### config.mk
export PLATFORM = sky130hd
export DESIGN_NAME = veri_onbellek_denetleyici
export DESIGN_NICKNAME = d
export VERILOG_FILES = /design/src/rtl/bellek_paket.sv /design/src/rtl/onbellek_dizisi.sv /design/src/rtl/veri_onbellek_denetleyici.sv
export SDC_FILE = /design/constraint.sdc
export NUM_CORES = 1
export LEC_CHECK = 0
export ABC_CLOCK_PERIOD_IN_PS = 5600
export CAP_MARGIN = 40
export CORE_MARGIN = 5
export CORE_UTILIZATION = 48
export DETAILED_ROUTE_END_ITERATION = 16
export DONT_BUFFER_PORTS = 1
export SYNTH_ARGS = -nofsm -noshare
export SYNTH_HDL_FRONTEND = slang
export SYNTH_SLANG_ARGS = --single-unit
### constraint.sdc
create_clock -name clk_i -period 5.6 [get_ports clk_i]
set_input_delay 0.84 -clock clk_i [delete_from_list [all_inputs] [get_ports clk_i]]
set_output_delay 0.84 -clock clk_i [all_outputs]
set_load 0.05 [all_outputs]
### src/rtl/bellek_paket.sv
// Shared encodings and widths for the data-cache controller and the memory-side unit.
// Holds the FSM state type, the bus widths and the byte-lane merge helper.
package bellek_paket;

  localparam int ADRES_W = 32;
  localparam int VERI_W  = 32;
  localparam int MASKE_W = VERI_W / 8;

  typedef enum logic [1:0] {
    BOSTA     = 2'd0,
    OKU_ISTEK = 2'd1,
    OKU_BEKLE = 2'd2,
    YAZ_ISTEK = 2'd3
  } durum_t;

  function automatic logic [VERI_W-1:0] bayt_birlestir(
    input logic [VERI_W-1:0]  eski,
    input logic [VERI_W-1:0]  yeni,
    input logic [MASKE_W-1:0] maske
  );
    logic [VERI_W-1:0] sonuc;
    sonuc = eski;
    for (int b = 0; b < MASKE_W; b++) begin
      if (maske[b]) sonuc[b*8 +: 8] = yeni[b*8 +: 8];
    end
    return sonuc;
  endfunction

endpackage

### src/rtl/onbellek_dizisi.sv
// Tag/valid/data storage for a direct-mapped, one-word-per-line cache.
// Combinational read port, byte-enabled write port; only the valid bits are reset.
module onbellek_dizisi
  import bellek_paket::*;
#(
  parameter int SATIR_SAYISI = 16,
  parameter int IDX_W        = $clog2(SATIR_SAYISI),
  parameter int TAG_W        = ADRES_W - 2 - IDX_W
) (
  input  logic               clk_i,
  input  logic               rst_i,
  input  logic [IDX_W-1:0]   oku_idx,
  output logic               oku_gecerli,
  output logic [TAG_W-1:0]   oku_etiket,
  output logic [VERI_W-1:0]  oku_veri,
  input  logic               yaz_en,
  input  logic [IDX_W-1:0]   yaz_idx,
  input  logic [TAG_W-1:0]   yaz_etiket,
  input  logic [VERI_W-1:0]  yaz_veri,
  input  logic [MASKE_W-1:0] yaz_maske
);

  logic [VERI_W-1:0]       veri_dizi    [SATIR_SAYISI];
  logic [TAG_W-1:0]        etiket_dizi  [SATIR_SAYISI];
  logic [SATIR_SAYISI-1:0] gecerli_dizi;

  assign oku_gecerli = gecerli_dizi[oku_idx];
  assign oku_etiket  = etiket_dizi[oku_idx];
  assign oku_veri    = veri_dizi[oku_idx];

  // A write always leaves the line valid: refills set it, store hits keep it.
  always_ff @(posedge clk_i) begin
    if (yaz_en) begin
      etiket_dizi[yaz_idx] <= yaz_etiket;
      veri_dizi[yaz_idx]   <= bayt_birlestir(veri_dizi[yaz_idx], yaz_veri, yaz_maske);
    end
  end

  always_ff @(posedge clk_i or negedge rst_i) begin
    if (!rst_i) begin
      gecerli_dizi <= '0;
    end else if (yaz_en) begin
      gecerli_dizi[yaz_idx] <= 1'b1;
    end
  end

endmodule

### src/rtl/veri_onbellek_denetleyici.sv
// Direct-mapped write-through, no-write-allocate data cache controller.
// Single outstanding memory transaction; loads return one cycle after a hit or refill.
module veri_onbellek_denetleyici
  import bellek_paket::*;
#(
  parameter int SATIR_SAYISI = 16
) (
  input  logic               clk_i,
  input  logic               rst_i,
  input  logic               bib_oku_istek_i,
  input  logic               bib_yaz_gecerli_i,
  input  logic [ADRES_W-1:0] bib_adres_i,
  input  logic [VERI_W-1:0]  bib_yaz_veri_i,
  input  logic [MASKE_W-1:0] bib_veri_maske_i,
  output logic               bib_stall_o,
  output logic               bib_oku_gecerli_o,
  output logic [VERI_W-1:0]  bib_oku_veri_o,
  output logic               bellek_istek_gecerli_o,
  input  logic               bellek_istek_hazir_i,
  output logic [ADRES_W-1:0] bellek_adres_o,
  output logic               bellek_yaz_o,
  output logic [VERI_W-1:0]  bellek_yaz_veri_o,
  output logic [MASKE_W-1:0] bellek_maske_o,
  input  logic               bellek_yanit_gecerli_i,
  input  logic [VERI_W-1:0]  bellek_yanit_veri_i
);

  localparam int IDX_W = $clog2(SATIR_SAYISI);
  localparam int TAG_W = ADRES_W - 2 - IDX_W;

  durum_t durum, sonraki;

  logic [ADRES_W-1:2] req_adres;
  logic [VERI_W-1:0]  req_veri;
  logic [MASKE_W-1:0] req_maske;

  logic [IDX_W-1:0]   bib_idx, req_idx;
  logic [TAG_W-1:0]   bib_etiket, req_etiket;
  logic [1:0]         adres_unused;

  logic               dizi_gecerli;
  logic [TAG_W-1:0]   dizi_etiket;
  logic [VERI_W-1:0]  dizi_oku_veri;
  logic               dizi_yaz_en;
  logic [IDX_W-1:0]   dizi_yaz_idx;
  logic [TAG_W-1:0]   dizi_yaz_etiket;
  logic [VERI_W-1:0]  dizi_yaz_veri;
  logic [MASKE_W-1:0] dizi_yaz_maske;

  logic               vurus;
  logic               istek_yakala;
  logic               vurus_oku;
  logic               dolum_bitti;

  logic               vld_p1;
  logic [VERI_W-1:0]  oku_veri_p1;

  // Byte offset plays no part in lookup; the cache holds whole words.
  assign adres_unused = bib_adres_i[1:0];
  assign bib_idx      = bib_adres_i[IDX_W+1:2];
  assign bib_etiket   = bib_adres_i[ADRES_W-1:IDX_W+2];
  assign req_idx      = req_adres[IDX_W+1:2];
  assign req_etiket   = req_adres[ADRES_W-1:IDX_W+2];

  onbellek_dizisi #(
    .SATIR_SAYISI (SATIR_SAYISI),
    .IDX_W        (IDX_W),
    .TAG_W        (TAG_W)
  ) u_dizi (
    .clk_i       (clk_i),
    .rst_i       (rst_i),
    .oku_idx     (bib_idx),
    .oku_gecerli (dizi_gecerli),
    .oku_etiket  (dizi_etiket),
    .oku_veri    (dizi_oku_veri),
    .yaz_en      (dizi_yaz_en),
    .yaz_idx     (dizi_yaz_idx),
    .yaz_etiket  (dizi_yaz_etiket),
    .yaz_veri    (dizi_yaz_veri),
    .yaz_maske   (dizi_yaz_maske)
  );

  assign vurus = dizi_gecerli && (dizi_etiket == bib_etiket);

  always_ff @(posedge clk_i or negedge rst_i) begin
    if (!rst_i) begin
      durum <= BOSTA;
    end else begin
      durum <= sonraki;
    end
  end

  always_comb begin
    sonraki                = durum;
    bib_stall_o            = 1'b1;
    bellek_istek_gecerli_o = 1'b0;
    bellek_yaz_o           = 1'b0;
    istek_yakala           = 1'b0;
    vurus_oku              = 1'b0;
    dolum_bitti            = 1'b0;
    dizi_yaz_en            = 1'b0;
    dizi_yaz_idx           = req_idx;
    dizi_yaz_etiket        = req_etiket;
    dizi_yaz_veri          = bellek_yanit_veri_i;
    dizi_yaz_maske         = '1;
    case (durum)
      BOSTA: begin
        bib_stall_o = 1'b0;
        // A store wins over a simultaneous load; the load is simply dropped.
        if (bib_yaz_gecerli_i) begin
          istek_yakala = 1'b1;
          sonraki      = YAZ_ISTEK;
          if (vurus) begin
            dizi_yaz_en     = 1'b1;
            dizi_yaz_idx    = bib_idx;
            dizi_yaz_etiket = bib_etiket;
            dizi_yaz_veri   = bib_yaz_veri_i;
            dizi_yaz_maske  = bib_veri_maske_i;
          end
        end else if (bib_oku_istek_i) begin
          if (vurus) begin
            vurus_oku = 1'b1;
          end else begin
            istek_yakala = 1'b1;
            sonraki      = OKU_ISTEK;
          end
        end
      end
      OKU_ISTEK: begin
        bellek_istek_gecerli_o = 1'b1;
        if (bellek_istek_hazir_i) sonraki = OKU_BEKLE;
      end
      OKU_BEKLE: begin
        if (bellek_yanit_gecerli_i) begin
          dizi_yaz_en = 1'b1;
          dolum_bitti = 1'b1;
          sonraki     = BOSTA;
        end
      end
      YAZ_ISTEK: begin
        bellek_istek_gecerli_o = 1'b1;
        bellek_yaz_o           = 1'b1;
        if (bellek_istek_hazir_i) sonraki = BOSTA;
      end
      default: sonraki = BOSTA;
    endcase
  end

  always_ff @(posedge clk_i) begin
    if (istek_yakala) begin
      req_adres <= bib_adres_i[ADRES_W-1:2];
      req_veri  <= bib_yaz_veri_i;
      req_maske <= bib_veri_maske_i;
    end
  end

  assign bellek_adres_o    = {req_adres, 2'b00};
  assign bellek_yaz_veri_o = req_veri;
  assign bellek_maske_o    = req_maske;

  // Stage p1: load result, one cycle after a hit or a refill response.
  always_ff @(posedge clk_i or negedge rst_i) begin
    if (!rst_i) begin
      vld_p1      <= 1'b0;
      oku_veri_p1 <= '0;
    end else begin
      vld_p1 <= vurus_oku | dolum_bitti;
      if (vurus_oku) begin
        oku_veri_p1 <= dizi_oku_veri;
      end else if (dolum_bitti) begin
        oku_veri_p1 <= bellek_yanit_veri_i;
      end
    end
  end

  assign bib_oku_gecerli_o = vld_p1;
  assign bib_oku_veri_o    = oku_veri_p1;

endmodule

==> results_dict.tcl <==
set metrics [dict create \
    vias 21500 \
    vdd_drop_max_mv 0.380 \
    initial_utilization 0.483 \
    cts_inserted_buffers 103 \
    num-nets-final 2439 \
    wl_per_cell_microns 28.8 \
    critPathMaxFanout 210 \
    post-route-min-period_ns 5.17 \
    hpwl_microns 60800 \
    drt-met1-wl_microns 42100 \
    grt_pass1_vias 22000 \
    critPathArrivalTime_ns 5.46 \
    crit_path_frequent_cell "buf_4" \
    dieWidth_microns 306 \
    fin_area_sq_um 47800 \
    worstRegToRegCells 12 \
    die_h_microns 306 \
    syn-cell-area_sq_um 41900 \
    nFillCells 6580 \
    clock_latency_ns 0.68 \
    power_density_nw_per_um2 389 \
    drt-initial-drc-count 2142 \
    yosysSeqAreaShare 0.742 \
    cts_setup_buffers 0 \
    cp.required_ns 5.89 \
    end_kind "flop" \
    antenna_cells 0 \
    layout-drive-gt1-share 0.269 \
    finalSetupViolCount 0 \
    status "complete, no violations" \
    hp-class "in2async" \
    netSwitchingFraction 0.266 \
    critical_path.cell_chain "mux4_2 -> mux4_2 -> xnor2_1 -> nand2_1 -> or4_1 -> or4_1 -> buf_4 -> nor3_2 -> buf_4 -> a31oi_2 -> buf_4 -> nor2_1" \
    wl_met3_microns 7150 \
    clock_skew_ns 0.0292 \
    cts_sinks 1045 \
    placed_cell_area_sq_um 44500 \
    setup_tns_ns 0 \
    reg2reg_setup_slack_ns 0.67 \
    routed.top_layer "met4" \
    regArea_sq_um 31100 \
    grt_usage 0.217 \
    ys.flop_type "edfxtp_1" \
    p_clk_frac 0.361 \
    pwr-share-comb 0.088 \
    grt_max_degree 235 \
    clockBufferDepth 3 \
    tightest_slew_ns 0.808 \
    max_slew_margin 0.446 \
    antenna_found_initial 0 \
    maxCapViolCount 0 \
    viasPerCell 6.03 \
    ctsRootBufferMaster "clkbuf_16" \
    dr_wl_met2_microns 51100 \
    pin_count 210 \
    die-area_sq_um 93400 \
    cpMaxStageDelayCell "mux4_2" \
    drc_errors 0 \
    port_buffers 0 \
    gp_congestion 0.846 \
    worst-setup-path-type "in2reg" \
    switching_power_uw 4940 \
    clk_pin_slew_ns 0.06 \
    synth-seq-cells 1045 \
    cts_tree "done" \
    cp-startpoint "bib_adres_i[2]" \
    slowest_delay_ns 0.66 \
    critPathBufInv 3 \
    postRouteAntennaNets 0 \
    hold_violations 0 \
    num_rows 108 \
    p_leak_uw 0.0159 \
    min_period_over_period 0.923 \
    core_sq_um 86800 \
    slew_viol_final 0 \
    wl_microns 103000 \
    syn_avg_cell_area_sq_um 19.2 \
    async_flop_share 0.0488 \
    yosys_warnings 0 \
    htreeDepth 3 \
    multi_input_area_sq_um 10300 \
    grt_overflow 0 \
    rsz0062_at_grt "no" \
    firstDrtPassIters 7 \
    r2r_start "u_dizi.etiket_dizi[15][21]$_DFFE_PP_" \
    cp-start-kind "input port" \
    max_freq_mhz 194 \
    syn_inst 2182 \
    grt_pass1_wl_microns 149000 \
    ys_types 64 \
    p_seq_frac 0.550 \
    timing.rr.end "u_dizi.veri_dizi[1][25]$_DFFE_PP_" \
    cp_top_family "simple AND/OR/NAND/NOR gates" \
    synthToLayoutAreaGrowth_pct 14.1 \
    synth_edf_count 994 \
    internal_power_uw 13700 \
]
-- sequential cells by signal, indices dropped and copies added, names as in the netlist --
signal               count
bellek_maske_o           4
bellek_yaz_veri_o       32
bib_oku_gecerli_o        1
bib_oku_veri_o          32
durum                    2
req_adres               30
u_dizi.etiket_dizi     416
u_dizi.gecerli_dizi     16
u_dizi.veri_dizi       512
-- final cells by class --
class                           count  area share
Sequential cell                  1045       0.651
Multi-Input combinational cell   1002       0.214
Clock buffer                      128      0.0571
Timing Repair Buffer              173      0.0354
Tap cell                         1155      0.0302
Clock inverter                     59      0.0116
Inverter                            8    0.000654
-- power by group through the flow --
stage,Combinational (uW),Clock (uW),Sequential [uW]
2_1_floorplan,1120,0,10300
3_3_place_gp,1550,0,10400
3_5_place_dp,1630,0,10400
4_1_cts,1640,6840,10200
5_1_grt,1770,7170,10300
6_report,1640,6720,10200
-- worst max path at each step --
| stage | slack [ns] | cells past startpoint | endpoint |
|---|---|---|---|
| after floorplan | 0.01 | 14 | u_dizi.etiket_dizi[14][0]$_DFFE_PP_ |
| after global placement | 0.12 | 12 | u_dizi.etiket_dizi[5][6]$_DFFE_PP_ |
| after detailed placement | 0.10 | 12 | u_dizi.veri_dizi[5][31]$_DFFE_PP_ |
| after CTS | 0.65 | 12 | u_dizi.veri_dizi[1][25]$_DFFE_PP_ |
| after global routing | 0.39 | 12 | u_dizi.veri_dizi[1][25]$_DFFE_PP_ |
| final | 0.43 | 12 | u_dizi.veri_dizi[1][25]$_DFFE_PP_ |
-- synthesized netlist by cell type (all sizes together), types with 8 or more instances --
cell type / n / area [sq um]
clkbuf: 52 / 195
xnor2: 9 / 78.8
a22o: 15 / 131
nor2b: 13 / 81.3
inv: 8 / 30.0
a22oi: 20 / 150
mux4: 230 / 5180
o21ai: 9 / 45.0
nor3: 18 / 95.1
and2: 8 / 50.1
edfxtp: 994 / 29800
nor4: 11 / 83.8
a31oi: 15 / 100
mux2: 36 / 405
nor2: 84 / 315
buf: 76 / 453
a21oi: 37 / 185
nand2: 159 / 597
o22ai: 8 / 50.1
xor2: 8 / 70.1
nand2b: 11 / 68.8
nand3: 118 / 741
dfrtp: 51 / 1280
mux2i: 97 / 971
-- metal layers --
metal | track usage | up-vias
li1 | - | 9170
met5 | 0 | -
met4 | 0.0545 | 0
met3 | 0.0479 | 154
met2 | 0.358 | 766
met1 | 0.298 | 11400
-- placed cells by master (no fill, tap or decap), types with 6 or more instances in the layout --
cell type / count
buf_4: 142
a22oi_1: 20
nor3_1: 16
mux2_2: 36
mux4_2: 230
or2_2: 7
nand4_1: 7
edfxtp_1: 994
nand3_2: 30
buf_12: 27
a22o_1: 15
mux2i_1: 97
clkbuf_16: 103
clkinv_2: 14
nor2b_1: 12
a221oi_1: 7
clkinv_1: 21
and2_1: 7
nand3_1: 88
xor2_1: 8
xnor2_1: 9
nand2_1: 157
o22ai_1: 8
dfrtp_1: 51
clkbuf_8: 6
o21ai_0: 9
bufinv_16: 8
and3_1: 6
a21oi_1: 34
nor4_1: 10
a31oi_1: 13
nand2b_1: 11
nor2_1: 78
inv_1: 6
clkbuf_1: 19
o211ai_1: 7
-- cell families after synthesis --
kind of cell	after synthesis	share of synthesized area
xor+xnor	17	0.00355
mux	363	0.156
buf+inv	136	0.0162
flops	1045	0.742
other cells	1	0.0000894
compound gates	150	0.0247
simple gates	470	0.0568
-- timing repair --
action / CTS / global route
hold buffers: 1 / 0
gates resized for setup: 0 / 0
endpoints found under the hold margin: 51 / 0
-- metrics by stage --
| stage | utilization | total power [uW] | setup slack (ns) | instances | hold slack [ns] |
|---|---|---|---|---|---|
| after floorplan | - | 11400 | 0.0134 | 2183 | 0.423 |
| after global placement | 0.512 | 12000 | 0.123 | 3369 | 0.447 |
| after detailed placement | 0.513 | 12000 | 0.103 | 3382 | 0.446 |
| after CTS | 0.551 | 18700 | 0.649 | 3570 | 0.0212 |
| after global routing | 0.551 | 19200 | 0.391 | 3570 | 0.0309 |
| final | 0.551 | 18600 | 0.433 | 3570 | 0.0509 |
Power figures use the tool's default switching activity.
